===== src/rtl/magnitude_result_filter_if.sv =====
// Handshake bundle between a comparator-result source and magnitude_result_filter.
// The master drives the raw one-hot result and clear; the slave returns the debounced status.
interface magnitude_result_filter_if #(
   parameter int unsigned EVT_W = 16
) ();
   logic             in_valid;
   logic             a_greater_b;
   logic             a_equal_b;
   logic             a_lower_b;
   logic             clear;
   logic [1:0]       out_state;
   logic             out_stable;
   logic             change_pulse;
   logic [EVT_W-1:0] event_count;
   logic             error;

   modport master (
      output in_valid, a_greater_b, a_equal_b, a_lower_b, clear,
      input  out_state, out_stable, change_pulse, event_count, error
   );

   modport slave (
      input  in_valid, a_greater_b, a_equal_b, a_lower_b, clear,
      output out_state, out_stable, change_pulse, event_count, error
   );
endinterface


===== src/rtl/magnitude_result_filter.sv =====
// Debounces a one-hot magnitude comparator result into a registered stable relation.
// Define MAG_FILTER_ERR_EN for illegal-code detection; otherwise decode is priority-based.
module magnitude_result_filter #(
   parameter int unsigned STABLE_CNT = 4,
   parameter int unsigned CNT_W      = 8,
   parameter int unsigned EVT_W      = 16
) (
   input logic                      clk,
   input logic                      rst_n,
   magnitude_result_filter_if.slave bus
);

   typedef enum logic [1:0] {StIdle, StAcquire, StLocked} state_e;

   localparam logic [CNT_W-1:0] RunMax = CNT_W'(STABLE_CNT);

   state_e           state_q, state_d;
   logic [1:0]       cand_q, cand_d;
   logic [CNT_W-1:0] run_q, run_d;
   logic [1:0]       out_state_q, out_state_d;
   logic             out_stable_q, out_stable_d;
   logic             pulse_q, pulse_d;
   logic [EVT_W-1:0] evt_q, evt_d;
   logic             err_q, err_d;

   logic [1:0] code;
   logic       smp_en;
   logic       ill_en;
   logic       lock;

   // code 00 means "no usable sample" in both decode flavours
   always_comb begin
      code = 2'b00;
`ifdef MAG_FILTER_ERR_EN
      unique case ({bus.a_greater_b, bus.a_equal_b, bus.a_lower_b})
         3'b100:  code = 2'b11;
         3'b010:  code = 2'b10;
         3'b001:  code = 2'b01;
         default: code = 2'b00;
      endcase
      ill_en = bus.in_valid && (code == 2'b00);
`else
      if (bus.a_greater_b)    code = 2'b11;
      else if (bus.a_equal_b) code = 2'b10;
      else if (bus.a_lower_b) code = 2'b01;
      ill_en = 1'b0;
`endif
      smp_en = bus.in_valid && (code != 2'b00);
   end

   always_comb begin
      cand_d = cand_q;
      run_d  = run_q;
      if (bus.clear) begin
         cand_d = 2'b00;
         run_d  = '0;
      end else if (smp_en) begin
         if (code == cand_q) begin
            run_d = (run_q >= RunMax) ? RunMax : run_q + CNT_W'(1);
         end else begin
            cand_d = code;
            run_d  = CNT_W'(1);
         end
      end else if (ill_en) begin
         run_d = '0;
      end
   end

   assign lock = !bus.clear && smp_en && (run_d == RunMax) && (cand_d != out_state_q);

   always_ff @(posedge clk or negedge rst_n) begin
      if (!rst_n) state_q <= StIdle;
      else        state_q <= state_d;
   end

   always_comb begin
      state_d = state_q;
      if (bus.clear)                           state_d = StIdle;
      else if (lock)                           state_d = StLocked;
      else if (smp_en && (state_q == StIdle))  state_d = StAcquire;
   end

   always_comb begin
      out_state_d  = out_state_q;
      out_stable_d = (state_d == StLocked);
      pulse_d      = 1'b0;
      evt_d        = evt_q;
      err_d        = err_q;
      if (bus.clear) begin
         out_state_d = 2'b00;
         evt_d       = '0;
         err_d       = 1'b0;
      end else begin
         if (lock) begin
            out_state_d = cand_d;
            pulse_d     = 1'b1;
            evt_d       = evt_q + EVT_W'(1);
         end
         if (ill_en) err_d = 1'b1;
      end
   end

   always_ff @(posedge clk or negedge rst_n) begin
      if (!rst_n) begin
         cand_q       <= 2'b00;
         run_q        <= '0;
         out_state_q  <= 2'b00;
         out_stable_q <= 1'b0;
         pulse_q      <= 1'b0;
         evt_q        <= '0;
         err_q        <= 1'b0;
      end else begin
         cand_q       <= cand_d;
         run_q        <= run_d;
         out_state_q  <= out_state_d;
         out_stable_q <= out_stable_d;
         pulse_q      <= pulse_d;
         evt_q        <= evt_d;
         err_q        <= err_d;
      end
   end

   assign bus.out_state    = out_state_q;
   assign bus.out_stable   = out_stable_q;
   assign bus.change_pulse = pulse_q;
   assign bus.event_count  = evt_q;
`ifdef MAG_FILTER_ERR_EN
   assign bus.error        = err_q;
`else
   assign bus.error        = 1'b0;
`endif

endmodule


===== src/flat_wrapper.sv =====
// flat-port wrapper written by rule: the top's interface ports become plain ports
module magnitude_result_filter_flat 
#(
   parameter int unsigned STABLE_CNT = 4,
   parameter int unsigned CNT_W      = 8,
   parameter int unsigned EVT_W      = 16
)
  (clk, rst_n, bus_in_valid, bus_a_greater_b, bus_a_equal_b, bus_a_lower_b, bus_clear, bus_out_state, bus_out_stable, bus_change_pulse, bus_event_count, bus_error);
  magnitude_result_filter_if #(.EVT_W(EVT_W)) bus_i ();
  input logic clk;
  input logic rst_n;
  input wire logic [$bits(bus_i.in_valid)-1:0] bus_in_valid;
  input wire logic [$bits(bus_i.a_greater_b)-1:0] bus_a_greater_b;
  input wire logic [$bits(bus_i.a_equal_b)-1:0] bus_a_equal_b;
  input wire logic [$bits(bus_i.a_lower_b)-1:0] bus_a_lower_b;
  input wire logic [$bits(bus_i.clear)-1:0] bus_clear;
  output wire logic [$bits(bus_i.out_state)-1:0] bus_out_state;
  output wire logic [$bits(bus_i.out_stable)-1:0] bus_out_stable;
  output wire logic [$bits(bus_i.change_pulse)-1:0] bus_change_pulse;
  output wire logic [$bits(bus_i.event_count)-1:0] bus_event_count;
  output wire logic [$bits(bus_i.error)-1:0] bus_error;
  assign bus_i.in_valid = bus_in_valid;
  assign bus_i.a_greater_b = bus_a_greater_b;
  assign bus_i.a_equal_b = bus_a_equal_b;
  assign bus_i.a_lower_b = bus_a_lower_b;
  assign bus_i.clear = bus_clear;
  assign bus_out_state = bus_i.out_state;
  assign bus_out_stable = bus_i.out_stable;
  assign bus_change_pulse = bus_i.change_pulse;
  assign bus_event_count = bus_i.event_count;
  assign bus_error = bus_i.error;
  magnitude_result_filter #(.STABLE_CNT(STABLE_CNT), .CNT_W(CNT_W), .EVT_W(EVT_W)) u_core (.clk(clk), .rst_n(rst_n), .bus(bus_i));
endmodule

===== config.mk =====
export PLATFORM = sky130hd
export DESIGN_NAME = magnitude_result_filter_flat
export DESIGN_NICKNAME = d
export VERILOG_FILES = /design/src/rtl/magnitude_result_filter_if.sv /design/src/rtl/magnitude_result_filter.sv /design/src/flat_wrapper.sv
export SDC_FILE = /design/constraint.sdc
export NUM_CORES = 1
export LEC_CHECK = 0
export BUFFER_PORTS_ARGS = -buffer_cell sky130_fd_sc_hd__buf_2
export CELL_PAD_IN_SITES_DETAIL_PLACEMENT = 2
export CELL_PAD_IN_SITES_GLOBAL_PLACEMENT = 2
export CORE_AREA = 2 2 81 83
export CTS_BUF_LIST = sky130_fd_sc_hd__clkbuf_4 sky130_fd_sc_hd__clkbuf_8 sky130_fd_sc_hd__clkbuf_16
export CTS_CLUSTER_SIZE = 16
export DETAILED_ROUTE_END_ITERATION = 16
export DIE_AREA = 0 0 83 85
export HOLD_SLACK_MARGIN = 0.12
export PLACE_DENSITY_LB_ADDON = 0.12
export SLEW_MARGIN = 5
export SYNTH_ARGS = -nofsm -noshare
export SYNTH_HDL_FRONTEND = slang
export SYNTH_SLANG_ARGS = --single-unit

===== constraint.sdc =====
create_clock -name clk -period 2 [get_ports clk]
set_input_delay 0.4 -clock clk [delete_from_list [all_inputs] [get_ports clk]]
set_output_delay 0.4 -clock clk [all_outputs]
set_load 0.1 [all_outputs]

==> results of run 1 <==
[power by group through the flow]
stage | combinational (mW) | clock, mW | sequential, mW
2_1_floorplan | 0.102 | 0 | 0.670
5_1_grt | 0.200 | 0.682 | 0.659
3_5_place_dp | 0.173 | 0 | 0.671
6_report | 0.183 | 0.636 | 0.659
4_1_cts | 0.178 | 0.662 | 0.658
3_3_place_gp | 0.164 | 0 | 0.670
[path summary, 6_finish.rpt]
kind / start / end / slack (ns) / depth (start not counted)
max: u_core.run_q[1] / u_core.bus.event_count[5] / -0.007 / 8
min: rst_n / u_core.bus.event_count[4] / 0.18 / 1
max reg2reg: u_core.run_q[1] / u_core.bus.event_count[5] / -0.007 / 8
min reg2reg: u_core.bus.event_count[15] / u_core.bus.event_count[15] / 0.51 / 1
max in group asynchronous: rst_n / u_core.bus.event_count[5] / 1.24 / 1
min in group clk: u_core.bus.event_count[15] / u_core.bus.event_count[15] / 0.51 / 1
[routing by layer]
layer / vias up / track usage, % / share of wire, %
li1: 833 / - / -
met1: 902 / 21.07 / 43
met2: 18 / 33.14 / 54
met3: 8 / 3.113 / 1.9
met4: 0 / 4.918 / 1.4
met5: - / 0 / 0
[flip-flops by register name, indices dropped and copies added (netlist names)]
| name | count |
|---|---|
| u_core.bus.out_state | 2 |
| u_core.bus.out_stable | 1 |
| u_core.state_q | 2 |
| u_core.bus.event_count | 16 |
| u_core.run_q | 8 |
| u_core.bus.change_pulse | 1 |
| u_core.cand_q | 2 |
[synthesized netlist by cell type, types with 2 or more instances]
library cell  count  area (sq um)
nand4bb_1         2         22.52
o21ai_0           2         10.01
clkbuf_1          2         7.510
buf_4             6         45.04
buf_2             3         15.01
buf_6             2         22.52
nor2_1           12         45.04
o21ai_1           3         15.01
nor2b_1           5         31.28
or4_1             7         52.55
nand3b_1          2         15.01
a211oi_2          2         25.02
dfrtp_1          32         800.8
nand2_1          13         48.80
xor2_1            5         43.79
o31a_1            2         17.52
inv_1             5         18.77
nand3_1           9         45.04
o311ai_1          4         35.03
nand4_1           7         43.79
nor3_1            2         10.01
o21a_1            2         15.01
and3_1            8         50.05
or3_1             3         18.77
mux2i_1           2         20.02
a21oi_1          13         65.06
mux2_4            2         30.03
o31ai_1          11         82.58
ha_1              3         37.54
[timing repair]
item / in CTS / in global routing
buffers inserted: 3 / 0
endpoints found under the setup margin: 18 / 17
resized for setup: 13 / 17
pin swaps: 12 / 5
hold buffers: 0 / 0
[final cells by class]
type | count | area share (%)
inverters | 7 | 1.011
repair buffers | 57 | 14.87
multi-input cells | 145 | 43.94
clock buffers | 5 | 2.647
clock inverters | 3 | 1.636
flip-flops and latches | 32 | 32.19
well taps | 77 | 3.705
[worst max-delay path, delay by kind of cell (launching register included)]
kind            cells  cell delay (ns)
simple gates        4             0.96
flops               1             0.40
buf+inv             2             0.25
fa+ha+maj           1             0.20
compound gates      1             0.13
[kinds of logic (layout without fill, tap and decap cells)]
logic type | count (synthesis) | in the layout
other | 1 | 1
xor gates and xnor gates | 5 | 5
muxes | 5 | 5
buffers and inverters | 21 | 72
AOI/OAI and AO/OA | 49 | 49
and+or+nand+nor | 82 | 82
adders and majority gates | 3 | 3
DFF | 32 | 32
[per-stage QoR]
step | hold slack, ns | std cells | TNS [ns] | utilization [%] | power (mW)
after floorplan | 0.1044 | 198 | -0.1357 | - | 0.7717
after global placement | 0.4691 | 315 | -0.6562 | 37.33 | 0.8339
after detailed placement | 0.5037 | 315 | -1.853 | 37.33 | 0.8437
after CTS | 0.2020 | 326 | -0.1157 | 40.57 | 1.497
after global routing | 0.2404 | 326 | -0.4427 | 41.90 | 1.541
final | 0.1803 | 326 | -0.01364 | 41.90 | 1.477
[cell usage in the layout (no fill, tap or decap), types with 3 or more instances in the layout]
| cell | netlist | final |
|---|---|---|
| buf_4 | 6 | 28 |
| buf_2 | 3 | 26 |
| dfrtp_1 | 32 | 17 |
| nand2_1 | 13 | 13 |
| nor2_1 | 12 | 12 |
| o31ai_1 | 11 | 10 |
| nand3_1 | 9 | 9 |
| dfrtp_2 | 0 | 8 |
| and3_1 | 8 | 7 |
| nand4_1 | 7 | 7 |
| a21oi_2 | 0 | 7 |
| dfrtp_4 | 0 | 7 |
| a21oi_1 | 13 | 6 |
| xor2_1 | 5 | 5 |
| nor2b_1 | 5 | 5 |
| or4_4 | 0 | 5 |
| clkbuf_8 | 0 | 5 |
| inv_2 | 1 | 3 |
| inv_1 | 5 | 3 |
| o21ai_1 | 3 | 3 |
==> flow_metrics.py, run 1 <==
metrics = {
    "clock_tree": {
        "cts_tree": "built",
        "clk_latency_ns": 0.29,
        "clkTransAtPathRegs_ns": 0.08,
        "cts-root-buf": "clkbuf_8",
        "cts-buffers-inserted": 5,
        "htreeDepth": 2,
        "clk_path_buf_depth": 2,
        "cts.sinks": 32,
    },
    "job": {
        "drv_cap": 0,
    },
    "placement": {
        "pre_cts_slack_ns": -0.1916,
        "post_dp_cell_area_sq_um": 2316,
        "port_buffers": 26,
        "place_hpwl_um": 4483,
        "place.gp.congestion": 0.8255,
    },
    "timing": {
        "period_needed_ns": 2.007,
        "tightest_slew_ns": 0.7825,
        "max_freq_ghz": 0.4982,
        "hold_viol": 0,
        "slew_headroom_pct": 47.84,
        "fin_skew_ns": 0.008625,
        "setup_violations": 2,
        "slew_viol_final": 0,
        "timing.final.crit_share_pct": 100.4,
        "finalWorstSetupSlack_ns": -0.007048,
        "rsz0062_at_grt": "yes",
    },
    "routing": {
        "vias_per_cell": 5.402,
        "first_pass_iters": 3,
        "drt-wirelength-per-cell_um": 18.53,
        "drt-initial-drc-count": 59,
        "final_antenna_net_count": 0,
        "drc_errors": 0,
        "totalWireLength_um": 6040,
        "dr_total_vias": 1761,
    },
    "global_route": {
        "overflow": 0,
        "grt_max_degree": 33,
        "antenna_found_initial": 0,
        "grt_pass1_wl_um": 10030,
        "grt_use_total_pct": 17.80,
        "grt_pass1_vias": 1935,
    },
    "die": {
        "fp-row-count": 29,
        "start_util_pct": 31.24,
        "dieArea_sq_um": 7055,
        "die_h_um": 85,
        "pin_count": 28,
        "core_sq_um": 6205,
        "die_w_um": 83,
    },
    "synth": {
        "synth_xor_xnor_area_share_pct": 2.260,
        "async_flop_share_pct": 100.0,
        "netlist_instances": 198,
        "synth_edf_count": 0,
        "synth_nets": 208,
        "synth-simple-area-share_pct": 25.50,
        "ys_seq_area_share_pct": 41.32,
        "synthAdderAreaFrac_pct": 1.937,
        "synth_top_family_by_area": "simple AND/OR/NAND/NOR gates",
        "synth_compound_area_share_pct": 19.37,
        "ys.warnings.count": 0,
        "syn-cell-area_sq_um": 1938,
        "syn_avg_cell_area_sq_um": 9.788,
        "ys_ff_latch": 32,
        "synth-main-ff-cell": "dfrtp_1",
        "muxShareOfSynthArea_pct": 3.163,
        "synth.distinct_cells": 56,
    },
    "power": {
        "sw_frac_of_total_pct": 26.32,
        "clock_power_share_pct": 43.0,
        "p_leak_nw": 1.120,
        "p_seq_share_pct": 44.6,
        "p_comb_share_pct": 12.4,
        "power_density_nw_per_um2": 568.1,
        "power.internal_mw": 1.088,
        "p_sw_uw": 388.7,
        "irDropWorstVdd_v": 0.0002562,
    },
    "critical_path": {
        "max_stage_delay_ns": 0.53,
        "crit_fanout": 6,
        "start_kind": "register",
        "crit_path_cell_trace": "inv_2 > ha_4 > nand3b_1 > nand4_1 > nand4_4 > buf_8 > or4_4 > a21oi_2",
        "setup.worst_path.class": "reg2reg",
        "required_ns": 2.21,
        "arrival_ns": 2.22,
        "crit_slowest_cell": "or4_4",
        "worst_setup_path_end_kind": "register",
    },
    "run_status": {
        "status": "finished with violations",
        "violations": "setup timing",
    },
    "final_layout": {
        "seq_area_sq_um": 837.1,
        "fillers": 657,
        "nets": 258,
        "syn2layout_area_growth_pct": 34.15,
        "final_cell_area_sq_um": 2600,
        "antenna_cells": 0,
        "multi_input_area_sq_um": 1142,
        "layout-drive-gt1-share_pct": 47.79,
    },
    "hold_path": {
        "hold_class": "in2async",
    },
}
No activity file was read; power rests on OpenSTA's default activity.
==> run 2, diff against run 1 <==
Settings changed: GPL_TIMING_DRIVEN set to 0.
==> run 2 against run 1 <==
Effect of this change: the run still ends with setup timing left; routed wire length increased by 1.6%; final cell count fell by 2.1%; clock power decreased by 16%; utilization up 0.32 points; critical path type unchanged; highest routed layer unchanged.
==> flow_metrics.py, run 2 (synthesis results as in run 1) <==
metrics = {
    "routing": {
        "drt-wirelength-per-cell_um": 19.24,
        "final_antenna_net_count": 0,
        "vias_per_cell": 5.408,
        "totalWireLength_um": 6136,
        "drc_errors": 0,
        "drt-initial-drc-count": 30,
        "first_pass_iters": 4,
        "dr_total_vias": 1725,
    },
    "global_route": {
        "grt_use_total_pct": 18.01,
        "overflow": 0,
        "grt_max_degree": 33,
        "antenna_found_initial": 0,
        "grt_pass1_wl_um": 10190,
        "grt_pass1_vias": 1914,
    },
    "final_layout": {
        "stdcell_count": 319,
        "syn2layout_area_growth_pct": 35.18,
        "antenna_cells": 0,
        "layout-drive-gt1-share_pct": 47.11,
        "final_common_cell": "buf_2",
        "largest_reg_flops": 16,
        "nets": 251,
        "layout_common_cells": "23 x buf_2, 16 x buf_4, 16 x dfrtp_1, 13 x nand2_1, 12 x nor2_1",
    },
    "critical_path": {
        "start_kind": "register",
        "required_ns": 2.21,
        "crit_top_cell": "buf_4",
        "crit_slowest_cell": "or4_1",
        "worst_setup_path_end_kind": "register",
        "crit_fanout": 4,
        "arrival_ns": 2.22,
        "crit_path_cell_trace": "buf_4 > ha_2 > nand3b_1 > nand4_1 > nand4_4 > buf_4 > or4_1 > a21oi_2",
        "setup.worst_path.class": "reg2reg",
        "max_stage_delay_ns": 0.52,
    },
    "timing": {
        "timing.final.crit_share_pct": 100.6,
        "tightest_slew_ns": 0.7641,
        "setup_violations": 3,
        "rsz0062_at_grt": "yes",
        "fin_skew_ns": 0.003502,
        "hold_viol": 0,
        "slew_viol_final": 0,
        "slew_headroom_pct": 49.06,
        "finalWorstSetupSlack_ns": -0.01253,
        "period_needed_ns": 2.013,
        "setup_tns_ns": -0.01818,
        "max_freq_ghz": 0.4969,
    },
    "hold_path": {
        "hold_class": "in2async",
    },
    "power": {
        "power_density_nw_per_um2": 529.3,
        "p_leak_nw": 1.099,
        "irDropWorstVdd_v": 0.0002221,
    },
    "clock_tree": {
        "cts.sinks": 32,
        "cts_tree": "built",
        "cts-buffers-inserted": 5,
        "postCtsHoldBufs": 0,
        "cts-root-buf": "clkbuf_8",
        "clkTransAtPathRegs_ns": 0.07,
        "clk_path_buf_depth": 2,
        "htreeDepth": 2,
        "clk_latency_ns": 0.29,
    },
    "die": {
        "fp-row-count": 29,
        "die_w_um": 83,
        "pin_count": 28,
        "start_util_pct": 31.24,
        "die_h_um": 85,
        "core_sq_um": 6205,
        "dieArea_sq_um": 7055,
    },
    "job": {
        "drv_cap": 0,
    },
    "run_status": {
        "status": "finished with violations",
        "violations": "setup timing",
    },
    "placement": {
        "port_buffers": 23,
        "place.gp.congestion": 0.7928,
        "placed_cells": 298,
        "place_hpwl_um": 4083,
        "pre_cts_slack_ns": -0.4150,
    },
}
-- run 2: changes by cell type in the layout (fill, tap and decap cells not counted), sizes merged --
cell / delta
clkinvlp: -1
buf: -10
clkinv: +1
bufinv: -1
clkbuf: +4
-- run 2: worst paths after layout --
check / slack, ns / endpoint / start / cells past startpoint
max: -0.01 / u_core.bus.event_count[8] / u_core.run_q[1] / 8
min reg2reg: 0.51 / u_core.bus.event_count[15] / u_core.bus.event_count[15] / 1
max in group asynchronous: 1.26 / u_core.bus.event_count[5] / rst_n / 1
min: 0.18 / u_core.bus.event_count[2] / rst_n / 1
min in group clk: 0.51 / u_core.bus.event_count[15] / u_core.bus.event_count[15] / 1
max reg2reg: -0.01 / u_core.bus.event_count[8] / u_core.run_q[1] / 8
-- run 2: per-stage QoR --
step	hold WS, ns	power (mW)	cell area, sq um	utilization [%]
final	0.1788	1.387	2620	42.23
after global routing	0.2286	1.457	2620	42.23
after CTS	0.2046	1.394	2431	39.18
after detailed placement	0.4886	0.8230	2188	35.27
after global placement	0.4598	0.8179	2188	35.27
after floorplan	0.1044	0.7717	1977	-
-- run 2: area by class of cell --
type                            count  area, sq um
Fill cell                         661         3585
Multi-Input combinational cell    145         1212
Sequential cell                    32        838.3
Timing Repair Buffer               36        216.5
Buffer                             14        137.6
Tap cell                           77        96.34
Clock buffer                        6        82.58
Inverter                            7        26.28
Clock inverter                      2        10.01
-- run 2: timing repair --
action | 4_1_cts | 5_1_grt
gates resized for setup | 19 | 31
endpoints found under the setup margin | 22 | 18
buffers inserted | 8 | 5
pin swaps | 7 | 5
-- run 2: routing by layer --
metal  GRT usage, %  share of wire (%)  up-vias  routed length (um)
met5              0                  0        -                   0
met4          4.471                1.0        0                  62
met3          3.502                2.2        5                 138
met2          32.48                 54       16                3286
met1          22.16                 43      884                2649
li1               -                  -      820                   -
-- run 2: power by group --
group / total, mW / switching, mW / internal (mW)
sequential: 0.657 / 0.00373 / 0.653
combinational: 0.196 / 0.126 / 0.0699
clock: 0.534 / 0.259 / 0.275
total: 1.39 / 0.389 / 0.998
-- run 2: critical path: cells and delay by family (launching register included) --
kind            cells  cell delay (ns)
buf+inv             2             0.33
fa+ha+maj           1             0.21
flops               1             0.38
simple gates        4             0.89
compound gates      1             0.13
==> run 3, diff against run 2 <==
Settings changed: CELL_PAD_IN_SITES_DETAIL_PLACEMENT 2 to not set, CELL_PAD_IN_SITES_GLOBAL_PLACEMENT 2 to not set, CORE_AREA 2 2 81 83 to 2 2 65 67, DIE_AREA 0 0 83 85 to 0 0 67 69, SKIP_LAST_GASP set to 1, SLEW_MARGIN 5 to 10.
==> run 3 against run 2 <==
Effect of this change: the run still ends with setup timing left; register-to-register slack about the same; largest power group unchanged; fmax increased by 0.42%; final cell count down 8.2%; die area decreased by 34%; global-route usage up 4.4 points; design area shrank 2.7%; worst setup slack better by 0.0085 ns; largest cell class unchanged.
==> flow_metrics.py, run 3 (synthesis results as in run 1) <==
metrics = {
    "critical_path": {
        "required_ns": 2.20,
        "rr_worst_depth": 8,
        "setup.worst_path.class": "reg2reg",
        "crit_slowest_cell": "or4_1",
        "worst_setup_path_end_kind": "register",
        "start_kind": "register",
        "cpLargestDelayFamily": "simple AND/OR/NAND/NOR gates",
        "crit_buf_inv": 2,
        "crit_path_cell_trace": "inv_2 > ha_4 > nand3b_1 > nand4_1 > nand4_4 > buf_6 > or4_1 > a21oi_1",
        "arrival_ns": 2.20,
        "max_stage_delay_ns": 0.51,
        "crit_fanout": 6,
        "crit_cells": 8,
    },
    "die": {
        "fp-row-count": 23,
        "die_h_um": 69,
        "start_util_pct": 49.52,
        "core_sq_um": 3914,
        "pin_count": 28,
        "dieArea_sq_um": 4623,
        "die_w_um": 67,
    },
    "final_layout": {
        "stdcell_count": 293,
        "final_cell_area_sq_um": 2550,
        "largest_reg_flops": 16,
        "final_common_cell": "buf_2",
        "nets": 252,
        "syn2layout_area_growth_pct": 31.57,
        "layout_common_cells": "24 x buf_2, 17 x buf_4, 16 x dfrtp_1, 13 x nand2_1, 12 x nor2_1",
        "fillers": 321,
        "layout-drive-gt1-share_pct": 46.50,
        "finish.utilization_pct": 65.15,
        "antenna_cells": 0,
    },
    "power": {
        "irDropWorstVdd_v": 0.0003601,
        "p_leak_nw": 1.101,
        "power_density_nw_per_um2": 533.7,
    },
    "timing": {
        "hold_viol": 0,
        "timing.final.crit_share_pct": 100.2,
        "fin_skew_ns": 0.009471,
        "max_freq_ghz": 0.4990,
        "period_needed_ns": 2.004,
        "slew_viol_final": 0,
        "finalWorstSetupSlack_ns": -0.004063,
        "slew_headroom_pct": 53.62,
        "tightest_slew_ns": 0.6957,
        "rsz0062_at_grt": "yes",
        "setup_violations": 1,
    },
    "global_route": {
        "grt_max_degree": 33,
        "grt_pass1_vias": 1688,
        "overflow": 0,
        "antenna_found_initial": 0,
        "grt_use_total_pct": 22.39,
        "grt_pass1_wl_um": 7928,
    },
    "routing": {
        "drc_errors": 0,
        "totalWireLength_um": 4986,
        "drt-initial-drc-count": 104,
        "drt-wirelength-per-cell_um": 17.02,
        "dr_total_vias": 1743,
        "final_antenna_net_count": 0,
        "vias_per_cell": 5.949,
        "first_pass_iters": 4,
    },
    "clock_tree": {
        "clk_path_buf_depth": 2,
        "cts-buffers-inserted": 5,
        "clkTransAtPathRegs_ns": 0.07,
        "clk_latency_ns": 0.28,
        "cts_tree": "built",
        "htreeDepth": 2,
        "cts-root-buf": "clkbuf_8",
        "postCtsHoldBufs": 0,
        "cts.sinks": 32,
    },
    "placement": {
        "port_buffers": 23,
        "place.gp.congestion": 0.8425,
        "placed_cells": 271,
        "place_hpwl_um": 3251,
        "post_dp_cell_area_sq_um": 2155,
    },
    "run_status": {
        "violations": "setup timing",
        "status": "finished with violations",
    },
    "hold_path": {
        "hold_class": "in2async",
    },
    "job": {
        "drv_cap": 0,
    },
}
-- run 3: changes by cell type in the layout (fill, tap and decap cells not counted) --
| cell | delta |
|---|---|
| or4_4 | -1 |
| nor4_2 | +1 |
| buf_4 | +1 |
| buf_2 | +1 |
| o31ai_4 | -1 |
| clkbuf_4 | +2 |
| o2bb2ai_2 | +1 |
| o2bb2ai_4 | -1 |
| buf_8 | -1 |
| nor4_4 | -1 |
| o31ai_1 | +1 |
| clkinv_2 | -2 |
| or4_1 | +1 |
-- run 3: per-layer routing --
metal	vias to the layer above	wire (um)	GRT usage, %
li1	822	-	-
met1	876	2094	27.87
met2	40	2657	36.19
met3	5	185	5.546
met4	0	49	9.751
met5	-	0	0
-- run 3: final timing paths --
kind                                            start                    endpoint  slack, ns
max                                   u_core.run_q[0]   u_core.bus.event_count[8]     -0.004
min                                             rst_n   u_core.bus.event_count[7]       0.15
max reg2reg                           u_core.run_q[0]   u_core.bus.event_count[8]     -0.004
min reg2reg                u_core.bus.event_count[15]  u_core.bus.event_count[15]       0.47
max in group asynchronous                       rst_n   u_core.bus.event_count[4]       1.32
min in group clk           u_core.bus.event_count[15]  u_core.bus.event_count[15]       0.47
-- run 3: final cells by class --
type / count / area [sq um] / area share (%)
multi-input cells: 145 / 1174 / 46.03
inverters: 7 / 26.28 / 1.030
plain buffers: 14 / 115.1 / 4.514
clock buffers: 8 / 97.59 / 3.827
repair buffers: 37 / 236.5 / 9.274
flip-flops and latches: 32 / 838.3 / 32.88
well taps: 50 / 62.56 / 2.453
-- run 3: per-stage QoR --
step	setup WS (ns)	power (mW)	setup TNS [ns]	hold slack, ns
after floorplan	-0.09820	0.7717	-0.1357	0.1044
after global placement	-0.3055	0.8105	-4.078	0.4569
after detailed placement	-0.3326	0.8159	-5.046	0.4653
after CTS	-0.03189	1.358	-0.03189	0.1826
after global routing	-0.07866	1.424	-0.7247	0.2252
final	-0.004063	1.361	-0.004063	0.1534
-- run 3: where the power goes --
group	total [mW]	switching, mW	leakage [nW]	internal (mW)
clock network	0.535	0.228	0.0523	0.308
logic	0.167	0.110	0.635	0.0563
registers	0.659	0.00543	0.414	0.654
-- run 3: what timing repair did --
item	CTS	global route
setup buffers	4	10
resized for setup	11	28
endpoints found under the setup margin	20	16
pin swaps	6	19
gates cloned	0	0
